File: config.mk
export PLATFORM = sky130hd
export DESIGN_NAME = goldschmidt_iter_ff
export DESIGN_NICKNAME = d
export VERILOG_FILES = /design/src/rtl/gd_pkg.sv /design/src/rtl/fp_unpack.sv /design/src/rtl/goldschmidt_iter_ff.sv
export SDC_FILE = /design/constraint.sdc
export NUM_CORES = 2
export LEC_CHECK = 0
export BUFFER_PORTS_ARGS = -buffer_cell sky130_fd_sc_hd__buf_2
export CORE_MARGIN = 2
export CORE_UTILIZATION = 61
export CTS_BUF_LIST = sky130_fd_sc_hd__clkbuf_16
export CTS_CLUSTER_DIAMETER = 40
export DETAILED_ROUTE_END_ITERATION = 8
export HOLD_SLACK_MARGIN = 0.15
export PLACE_DENSITY = 0.78
export SYNTH_ARGS = -nofsm -noshare
export SYNTH_HDL_FRONTEND = slang
export SYNTH_SLANG_ARGS = --single-unit
File: constraint.sdc
create_clock -name clk -period 11.27 [get_ports clk]
set_input_delay 2.254 -clock clk [delete_from_list [all_inputs] [get_ports clk]]
set_output_delay 2.254 -clock clk [all_outputs]
set_load 0.005 [all_outputs]
File: src/rtl/gd_pkg.sv
// Shared types and constants for the Goldschmidt divider slice.
package gd_pkg;

    localparam int EXP_BIAS = 127;
    localparam int EXP_W    = 8;
    localparam int MANT_W   = 24;
    localparam int P_W      = 48;
    localparam logic [P_W-1:0] Q_ONE_P = 48'h400000000000;

    typedef enum logic [1:0] {
        IDLE  = 2'd0,
        MUL_N = 2'd1,
        MUL_D = 2'd2,
        DONE  = 2'd3
    } gd_state_e;

    // 2.0 - x in Q2.fw; x is zero-extended to 48 bits, caller keeps the low fw+2 bits.
    function automatic logic [47:0] two_minus(input logic [47:0] x, input int fw);
        return (48'd1 << (fw + 1)) - x;
    endfunction

endpackage

File: src/rtl/fp_unpack.sv
// Splits an IEEE-754 single into sign, exponent and mantissa with hidden bit.
// Exponent zero (zero or denormal) is reported as is_zero and treated as zero.
module fp_unpack
    import gd_pkg::*;
(
    input  logic [31:0]       x_i,
    output logic              sign_o,
    output logic [EXP_W-1:0]  exp_o,
    output logic [MANT_W-1:0] mant_o,
    output logic              is_zero_o
);

    assign sign_o    = x_i[31];
    assign exp_o     = x_i[30:23];
    assign mant_o    = {1'b1, x_i[22:0]};
    assign is_zero_o = (x_i[30:23] == 8'd0);

endmodule

File: src/rtl/goldschmidt_iter_ff.sv
// Iterative Goldschmidt divider: A/B for IEEE-754 singles, one shared multiplier,
// result as sign / biased exponent / Q2.46 mantissa for the normalizer.
//
// state | meaning
// IDLE  | waiting for start, operands loaded on start
// MUL_N | N <= N*F
// MUL_D | D <= D*F, F <= 2-D*F, count iteration
// DONE  | one-cycle done pulse, results already registered
module goldschmidt_iter_ff
    import gd_pkg::*;
#(
    parameter int ITER = 5,
    parameter int FW   = 30
) (
    input  logic             clk,
    input  logic             clr,
    input  logic             start,
    input  logic [31:0]      A,
    input  logic [31:0]      B,
    output logic             busy,
    output logic             done,
    output logic             S_out,
    output logic [EXP_W-1:0] E_out,
    output logic [P_W-1:0]   P_out,
    output logic             dz,
    output logic             e_range
);

    localparam int QW = FW + 2;
    localparam int CW = $clog2(ITER) + 1;

    gd_state_e         state_q, state_d;
    logic [QW-1:0]     n_q, n_d, d_q, d_d, f_q, f_d;
    logic [CW-1:0]     cnt_q, cnt_d;
    logic              s_q, s_d, az_q, az_d, bz_q, bz_d;
    logic signed [9:0] ex_q, ex_d;
    logic              done_q, done_d, s_out_q, s_out_d, dz_q, dz_d, er_q, er_d;
    logic [EXP_W-1:0]  e_out_q, e_out_d;
    logic [P_W-1:0]    p_out_q, p_out_d;

    logic              sa, sb, za, zb;
    logic [EXP_W-1:0]  ea, eb;
    logic [MANT_W-1:0] ma, mb;

    fp_unpack u_unpack_a (.x_i(A), .sign_o(sa), .exp_o(ea), .mant_o(ma), .is_zero_o(za));
    fp_unpack u_unpack_b (.x_i(B), .sign_o(sb), .exp_o(eb), .mant_o(mb), .is_zero_o(zb));

    // Mantissa has 23 fraction bits; halving it gives 24, aligned up into FW fraction bits.
    logic [QW-1:0]     ma_half, mb_half;
    logic signed [9:0] ex_start;
    logic [47:0]       f_init_w, f_iter_w;
    logic [2*QW-1:0]   prod;
    logic [QW-1:0]     prod_t, mul_a;
    logic [P_W-1:0]    n_as_p;

    assign ma_half  = QW'(ma) << (FW - MANT_W);
    assign mb_half  = QW'(mb) << (FW - MANT_W);
    assign ex_start = $signed({2'b00, ea}) - $signed({2'b00, eb}) + 10'sd127;
    assign f_init_w = two_minus(48'(mb_half), FW);

    // Single multiplier shared between the numerator and denominator steps.
    assign mul_a    = (state_q == MUL_N) ? n_q : d_q;
    assign prod     = {{QW{1'b0}}, mul_a} * {{QW{1'b0}}, f_q};
    assign prod_t   = prod[2*FW+1:FW];
    assign f_iter_w = two_minus(48'(prod_t), FW);
    assign n_as_p   = P_W'(n_q) << (46 - FW);

    // Next-state, datapath and result selection.
    always_comb begin
        state_d = state_q;
        n_d     = n_q;
        d_d     = d_q;
        f_d     = f_q;
        cnt_d   = cnt_q;
        s_d     = s_q;
        az_d    = az_q;
        bz_d    = bz_q;
        ex_d    = ex_q;
        done_d  = 1'b0;
        s_out_d = s_out_q;
        e_out_d = e_out_q;
        p_out_d = p_out_q;
        dz_d    = dz_q;
        er_d    = er_q;
        unique case (state_q)
            IDLE: begin
                if (start) begin
                    n_d     = ma_half;
                    d_d     = mb_half;
                    f_d     = f_init_w[QW-1:0];
                    cnt_d   = '0;
                    s_d     = sa ^ sb;
                    az_d    = za;
                    bz_d    = zb;
                    ex_d    = ex_start;
                    state_d = MUL_N;
                end
            end
            MUL_N: begin
                n_d     = prod_t;
                state_d = MUL_D;
            end
            MUL_D: begin
                d_d   = prod_t;
                f_d   = f_iter_w[QW-1:0];
                cnt_d = cnt_q + CW'(1);
                if (cnt_q == CW'(ITER - 1)) begin
                    state_d = DONE;
                    done_d  = 1'b1;
                    s_out_d = s_q;
                    dz_d    = 1'b0;
                    er_d    = 1'b0;
                    p_out_d = '0;
                    if (bz_q) begin
                        dz_d    = 1'b1;
                        e_out_d = 8'hFF;
                    end else if (az_q) begin
                        e_out_d = 8'h00;
                    end else if (ex_q < 10'sd1) begin
                        er_d    = 1'b1;
                        e_out_d = 8'h00;
                    end else if (ex_q > 10'sd254) begin
                        er_d    = 1'b1;
                        e_out_d = 8'hFF;
                    end else begin
                        e_out_d = ex_q[7:0];
                        p_out_d = n_as_p;
                    end
                end else begin
                    state_d = MUL_N;
                end
            end
            DONE: state_d = IDLE;
            default: state_d = IDLE;
        endcase
    end

    // State and datapath registers; clr abandons any operation in flight.
    always_ff @(posedge clk) begin
        if (clr) begin
            state_q <= IDLE;
            n_q     <= '0;
            d_q     <= '0;
            f_q     <= '0;
            cnt_q   <= '0;
            s_q     <= 1'b0;
            az_q    <= 1'b0;
            bz_q    <= 1'b0;
            ex_q    <= '0;
            done_q  <= 1'b0;
            s_out_q <= 1'b0;
            e_out_q <= '0;
            p_out_q <= '0;
            dz_q    <= 1'b0;
            er_q    <= 1'b0;
        end else begin
            state_q <= state_d;
            n_q     <= n_d;
            d_q     <= d_d;
            f_q     <= f_d;
            cnt_q   <= cnt_d;
            s_q     <= s_d;
            az_q    <= az_d;
            bz_q    <= bz_d;
            ex_q    <= ex_d;
            done_q  <= done_d;
            s_out_q <= s_out_d;
            e_out_q <= e_out_d;
            p_out_q <= p_out_d;
            dz_q    <= dz_d;
            er_q    <= er_d;
        end
    end

    assign busy    = (state_q != IDLE);
    assign done    = done_q;
    assign S_out   = s_out_q;
    assign E_out   = e_out_q;
    assign P_out   = p_out_q;
    assign dz      = dz_q;
    assign e_range = er_q;

endmodule
# Word level (Yosys, flattened, before mapping)
# Index checks and enable logic that the tools add are counted.
[word_totals]
register_bits = 175
elab_cells = 67
[op_classes]
n_addsub = 5
multipliers = 1
order_cmp = 2
eq_ne = 5
n_mux = 26
n_bitwise = 2
n_reduce_logical = 11
[op_table]
columns = ["op", "n"]
rows = [
  ["$mux W48", 4],
  ["$pmux W32 S2", 3],
  ["$mux W32", 4],
  ["$mul A32 B32 Y62", 1],
  ["$mux W8", 4],
  ["$sub A32 B30 Y32 const A", 1],
  ["$sub A32 B32 Y32 const A", 1],
  ["$logic_not A8 Y1", 2],
  ["$add A9 B8 Y10 const B", 1],
  ["$gt A10 B9 Y1 const B", 1],
  ["$lt A10 B2 Y1 const B", 1],
  ["$sub A8 B8 Y9", 1],
  ["$pmux W2 S4", 1],
  ["$pmux W4 S2", 1],
  ["$reduce_and A2 Y1", 4],
  ["$mux W1", 6],
  ["$reduce_bool A2 Y1", 3],
  ["$add A4 B1 Y4 const B", 1],
  ["$eq A2 B2 Y1 const B", 2],
  ["$eq A4 B3 Y1 const B", 1],
  ["$mux W2", 2],
  ["$mux W4", 1],
  ["$eq A2 B1 Y1 const B", 1],
  ["$logic_not A2 Y1", 1],
  ["other kinds (4)", 4],
]

# Depth between registers and ports, before layout
[depth]
word_depth = 5
mapped_depth = 38
depth_no_buf = 34

# Modules after synthesis
# From an unflattened synthesis, not the netlist that was laid out.
[unflattened]
cells_unflattened = 4858
area_unflattened_um2 = 41865.2
[by_module_without_submodules]
columns = ["mod", "n_inst", "cells_each", "area_each_um2", "seq_area_each_um2"]
rows = [
  ["goldschmidt_iter_ff", 1, 4784, 41324.6, 3163.0],
  ["fp_unpack", 2, 37, 270.3, 0.0],
]

# Least setup slack after synthesis
# Ideal clock, no wire load.
[synth_timing]
path_type = "register -> register"
from = "register state_q[1]"
to = "register f_q[26]"
setup_time_ps = 92
t_arrival_ps = 8982
setup_slack_ps = 2195
stages_incl_launch_ff = 36
path_buffers = 5
period_less_slack_ps = 9075
cell_sequence = "dfxtp_1 buf_4 nand2b_4 clkbuf_1 clkbuf_1 nand2_1 nand2_1 clkbuf_1 nand2_1 fa_1 inv_1 fa_1 inv_1 fa_1 inv_1 fa_1 fa_1 fa_1 fa_1 fa_1 ha_1 buf_2 nand4_1 or4_1 nor2_1 o21a_1 nor3_1 xnor2_1 inv_1 ha_1 o31ai_1 nor4_4 nand4b_4 or3_4 o31a_1 o32ai_1"
[synth_via]
elab_chain_len = 5
[synth_lines]
columns = ["item", "line_no", "text"]
rows = [
  ["start: declaration", "goldschmidt_iter_ff.sv:32", "gd_state_e state_q, state_d;"],
  ["start signal: assignment", "goldschmidt_iter_ff.sv:157", "state_q <= state_d;"],
  ["$eq A2 B1 Y1", "goldschmidt_iter_ff.sv:62", "assign mul_a = (state_q == MUL_N) ? n_q : d_q;"],
  ["$mux W32", "goldschmidt_iter_ff.sv:62", ""],
  ["$mul A32 B32 Y62", "goldschmidt_iter_ff.sv:63", "assign prod = {{QW{1'b0}}, mul_a} * {{QW{1'b0}}, f_q};"],
  ["$sub A32 B32 Y32", "gd_pkg.sv:19", "return (48'd1 << (fw + 1)) - x;"],
  ["$pmux W32 S2", "goldschmidt_iter_ff.sv:85", "unique case (state_q)"],
  ["end signal: assignment", "goldschmidt_iter_ff.sv:144", "f_q <= '0;"],
  ["end signal: assignment", "goldschmidt_iter_ff.sv:160", "f_q <= f_d;"],
  ["end: declaration", "goldschmidt_iter_ff.sv:33", "logic [QW-1:0] n_q, n_d, d_q, d_d, f_q, f_d;"],
]
# Several ways; a longest one is shown, not always the timed one.
# A chain may end at the register's enable or synchronous reset.

# Final worst setup path
[layout_timing]
from = "register state_q[0]"
to = "register f_q[28]"
# The elaborated chain is that of the path after synthesis.

==> reports/qor.json <==
{
  "route.antenna.remaining_nets": 0,
  "dominantRegCellSynth": "dfxtp_1",
  "finalWorstPathRequiredPeriod_ps": 10780,
  "drc": 0,
  "core_sq_mm": 0.0673,
  "yosys.cell_count.top_type": "fa_1",
  "cts.clk_slew.worst_paths_ps": 70,
  "cts_hold_buffers": 0,
  "layout.nets": 5967,
  "grt_antenna_before_repair": 2,
  "area_growth_syn_to_layout_pct": 4.77,
  "synth_compound_gate_area_share_pct": 8.16,
  "cts-root-buf": "clkbuf_16",
  "arrival_ps": 11120,
  "grt_pass1_wl_um": 186000,
  "power.static_leakage_nw": 21.3,
  "timing.critical_path.required_ps": 11610,
  "cts.path.max_buffers": 2,
  "grt_pass1_vias": 34953,
  "synth-seq-area-share_pct": 7.63,
  "critical-path-slowest-cell": "nor4_2",
  "timing.critical_path.fanout_max": 48,
  "average_vias_per_placed_instance": 5.84,
  "globalRouteOverflowTotal": 0,
  "dr_pass1_iterations": 6,
  "timing.final.crit_share_pct": 95.6,
  "design.die.area_sq_mm": 0.0701,
  "routed-via-count": 32885,
  "dominant_combinational_cell_family_by_area_after_synthesis": "adder cells",
  "power_density_mw_per_mm2": 105,
  "critical_path.endpoint_type": "flip-flop",
  "startpoint_class": "flip-flop",
  "netlist_instances": 4795,
  "htree_levels": 4,
  "average_instance_area_after_synthesis_sq_um": 8.65,
  "cts_buffers": 17,
  "detailedPlace.worstSlack_ps": 639,
  "total_routing_usage_gr_pct": 34.0,
  "timing.reg2reg.setup_slack_ps": 490,
  "avgRoutedWirePerCell_um": 20.4,
  "synth.yosys.warnings": 0,
  "die_h_um": 265,
  "grt_start_max_net_pins": 85,
  "synth.cell_area_sq_mm": 0.0415,
  "port_buffers": 111,
  "synth_enable_flop_cells": 0,
  "initial_utilization_pct": 61.6,
  "synth.cells.most_frequent": "895 x fa_1, 880 x inv_1, 725 x nand2_1",
  "maxSlewViolCount": 0,
  "worst_skew_pair.late_latency_ps": 440,
  "ys_ff_latch": 158,
  "yosys.area_share.simple_pct": 20.8,
  "finalSetupTns_ps": 0,
  "timing_worst_setup_path_type": "flip-flop to flip-flop",
  "muxShareOfSynthArea_pct": 0.172,
  "boundaryPins": 128,
  "core.rowCount": 95,
  "xor_xnor_share_of_the_synthesized_area_pct": 1.37,
  "synth-adder-area-share_pct": 51.0,
  "max-vdd-ir-drop_uv": 113,
  "drt_iter0_markers": 2703,
  "finalInstanceArea_sq_mm": 0.0434,
  "dpl_cell_area_sq_mm": 0.0428,
  "share_of_flip_flops_with_an_asynchronous_set_or_reset_after_synthesis_pct": 0,
  "drv.max_cap_violation_count": 0,
  "hold_path_class": "flip-flop to flip-flop",
  "setup_viol": 0,
  "fillerInstances": 5589,
  "worst_slack_ps": 491,
  "postLayoutCoreUtil_pct": 64.6,
  "share_of_layout_cells_above_drive_strength_1_pct": 6.32,
  "die_w_um": 265,
  "totalPowerFinal_mw": 4.57,
  "cts_tree": "built",
  "timing.clock.skew_ps": 14.4,
  "gp_congestion": 1.02,
  "result_of_the_run": "completed",
  "wl_um": 115000,
  "hold_viol_final": 0,
  "detailed_place_hpwl_um": 92600,
  "synth_cell_types": 90,
  "critPathMostFrequentCell": "fa_1",
  "clock-sinks": 158,
  "post_synth_main_area_contributors": "fa_1 43%, and2_1 8.8%, inv_1 8.0%",
  "worst_pin_slew_ps": 1270,
  "critPathMaxStageDelay_ps": 680,
  "synthDominantAreaCellType": "fa_1",
  "relSlewSlack_pct": 15.3,
  "netlist.area_leader.share_pct": 43.2,
  "peak_freq_mhz": 92.8
}
==> through the flow <==
step,instances,hold WS (ps)
2_1_floorplan,4810,445
3_3_place_gp,5601,460
3_5_place_dp,5601,467
4_1_cts,5633,477
5_1_grt,5633,509
6_report,5634,475
==> registers in the layout (all words and copies together) (netlist names), 2 cells and up <==
register  count
E_out         8
P_out        32
cnt_q         4
d_q          32
ex_q         10
f_q          31
n_q          32
state_q       2
==> power breakdown <==
part	switching, mW	internal, mW	total [mW]
clock	0.236	0.389	0.624
sequential	0.132	0.604	0.736
combinational	2.05	1.16	3.21
==> placed cells by master (no fill, tap or decap), drive strengths merged, types with 8 or more instances in the layout <==
master and count:
nor4 31, o211ai 8, a221oi 11, a311oi 22, or2 13, o21a 13
nand4 32, nor3 38, and3 18, conb 16, inv 884, xnor2 45
a21o 24, clkbuf 17, o31ai 9, fa 895, ha 258, dfxtp 158
nor2 185, xor2 20, nand3 32, and4 8, a22oi 70, nand2 725
nand2b 12, and2 584, nor2b 10, or3 19, buf 218, o21ai 88
a211oi 29, a21oi 146
==> worst paths after layout <==
kind	from	endpoint	depth (start not counted)
max	state_q[0]	f_q[28]	30
min	cnt_q[3]	cnt_q[3]	2
max reg2reg	state_q[0]	f_q[28]	30
min reg2reg	cnt_q[3]	cnt_q[3]	2
==> area by class of cell <==
| class | instances | area, sq um | area share [%] |
|---|---|---|---|
| clock inverter | 15 | 203 | 0.467 |
| clock buffer | 17 | 425 | 0.979 |
| inverter | 880 | 3300 | 7.60 |
| antenna | 1 | 2.50 | 0.00576 |
| sequential | 158 | 3170 | 7.30 |
| timing repair buffer | 218 | 1360 | 3.13 |
| multi-input combinational | 3472 | 33900 | 78.0 |
| tap | 873 | 1090 | 2.51 |
==> what timing repair did <==
| item | 4_1_cts | 5_1_grt |
|---|---|---|
| setup endpoints to repair | 0 | 2 |
| gates resized for setup | 0 | 2 |
| setup buffers | 0 | 0 |
==> logic make-up (layout without fill, tap and decap cells) <==
logic type / count (synthesis) / in the layout
AND/OR/NAND/NOR: 1729 / 1729
buffers and inverters: 1180 / 1130
adder cells (fa/ha/maj): 1153 / 1153
AO/OA/AOI/OAI: 502 / 502
flip-flops: 158 / 158
XOR/XNOR: 65 / 65
multiplexers: 7 / 7
other: 1 / 17
==> routing by layer <==
layer / GRT usage [%] / wire [um] / vias to the layer above
met1: 43.5 / 44400 / 16746
li1: - / - / 14499
met4: 15.1 / 5990 / 0
met2: 57.5 / 55900 / 1346
met3: 4.94 / 8650 / 294
met5: 0 / 0 / -
==> worst max-delay path, delay by kind of cell, from the launching register on <==
family | cells | cell delay, ps
flip-flops | 1 | 570
buffers and inverters | 4 | 700
adder cells (fa/ha/maj) | 10 | 4710
AND/OR/NAND/NOR | 11 | 3580
XOR/XNOR | 1 | 310
AO/OA/AOI/OAI | 4 | 760
No activity file was read; power rests on OpenSTA's default activity.
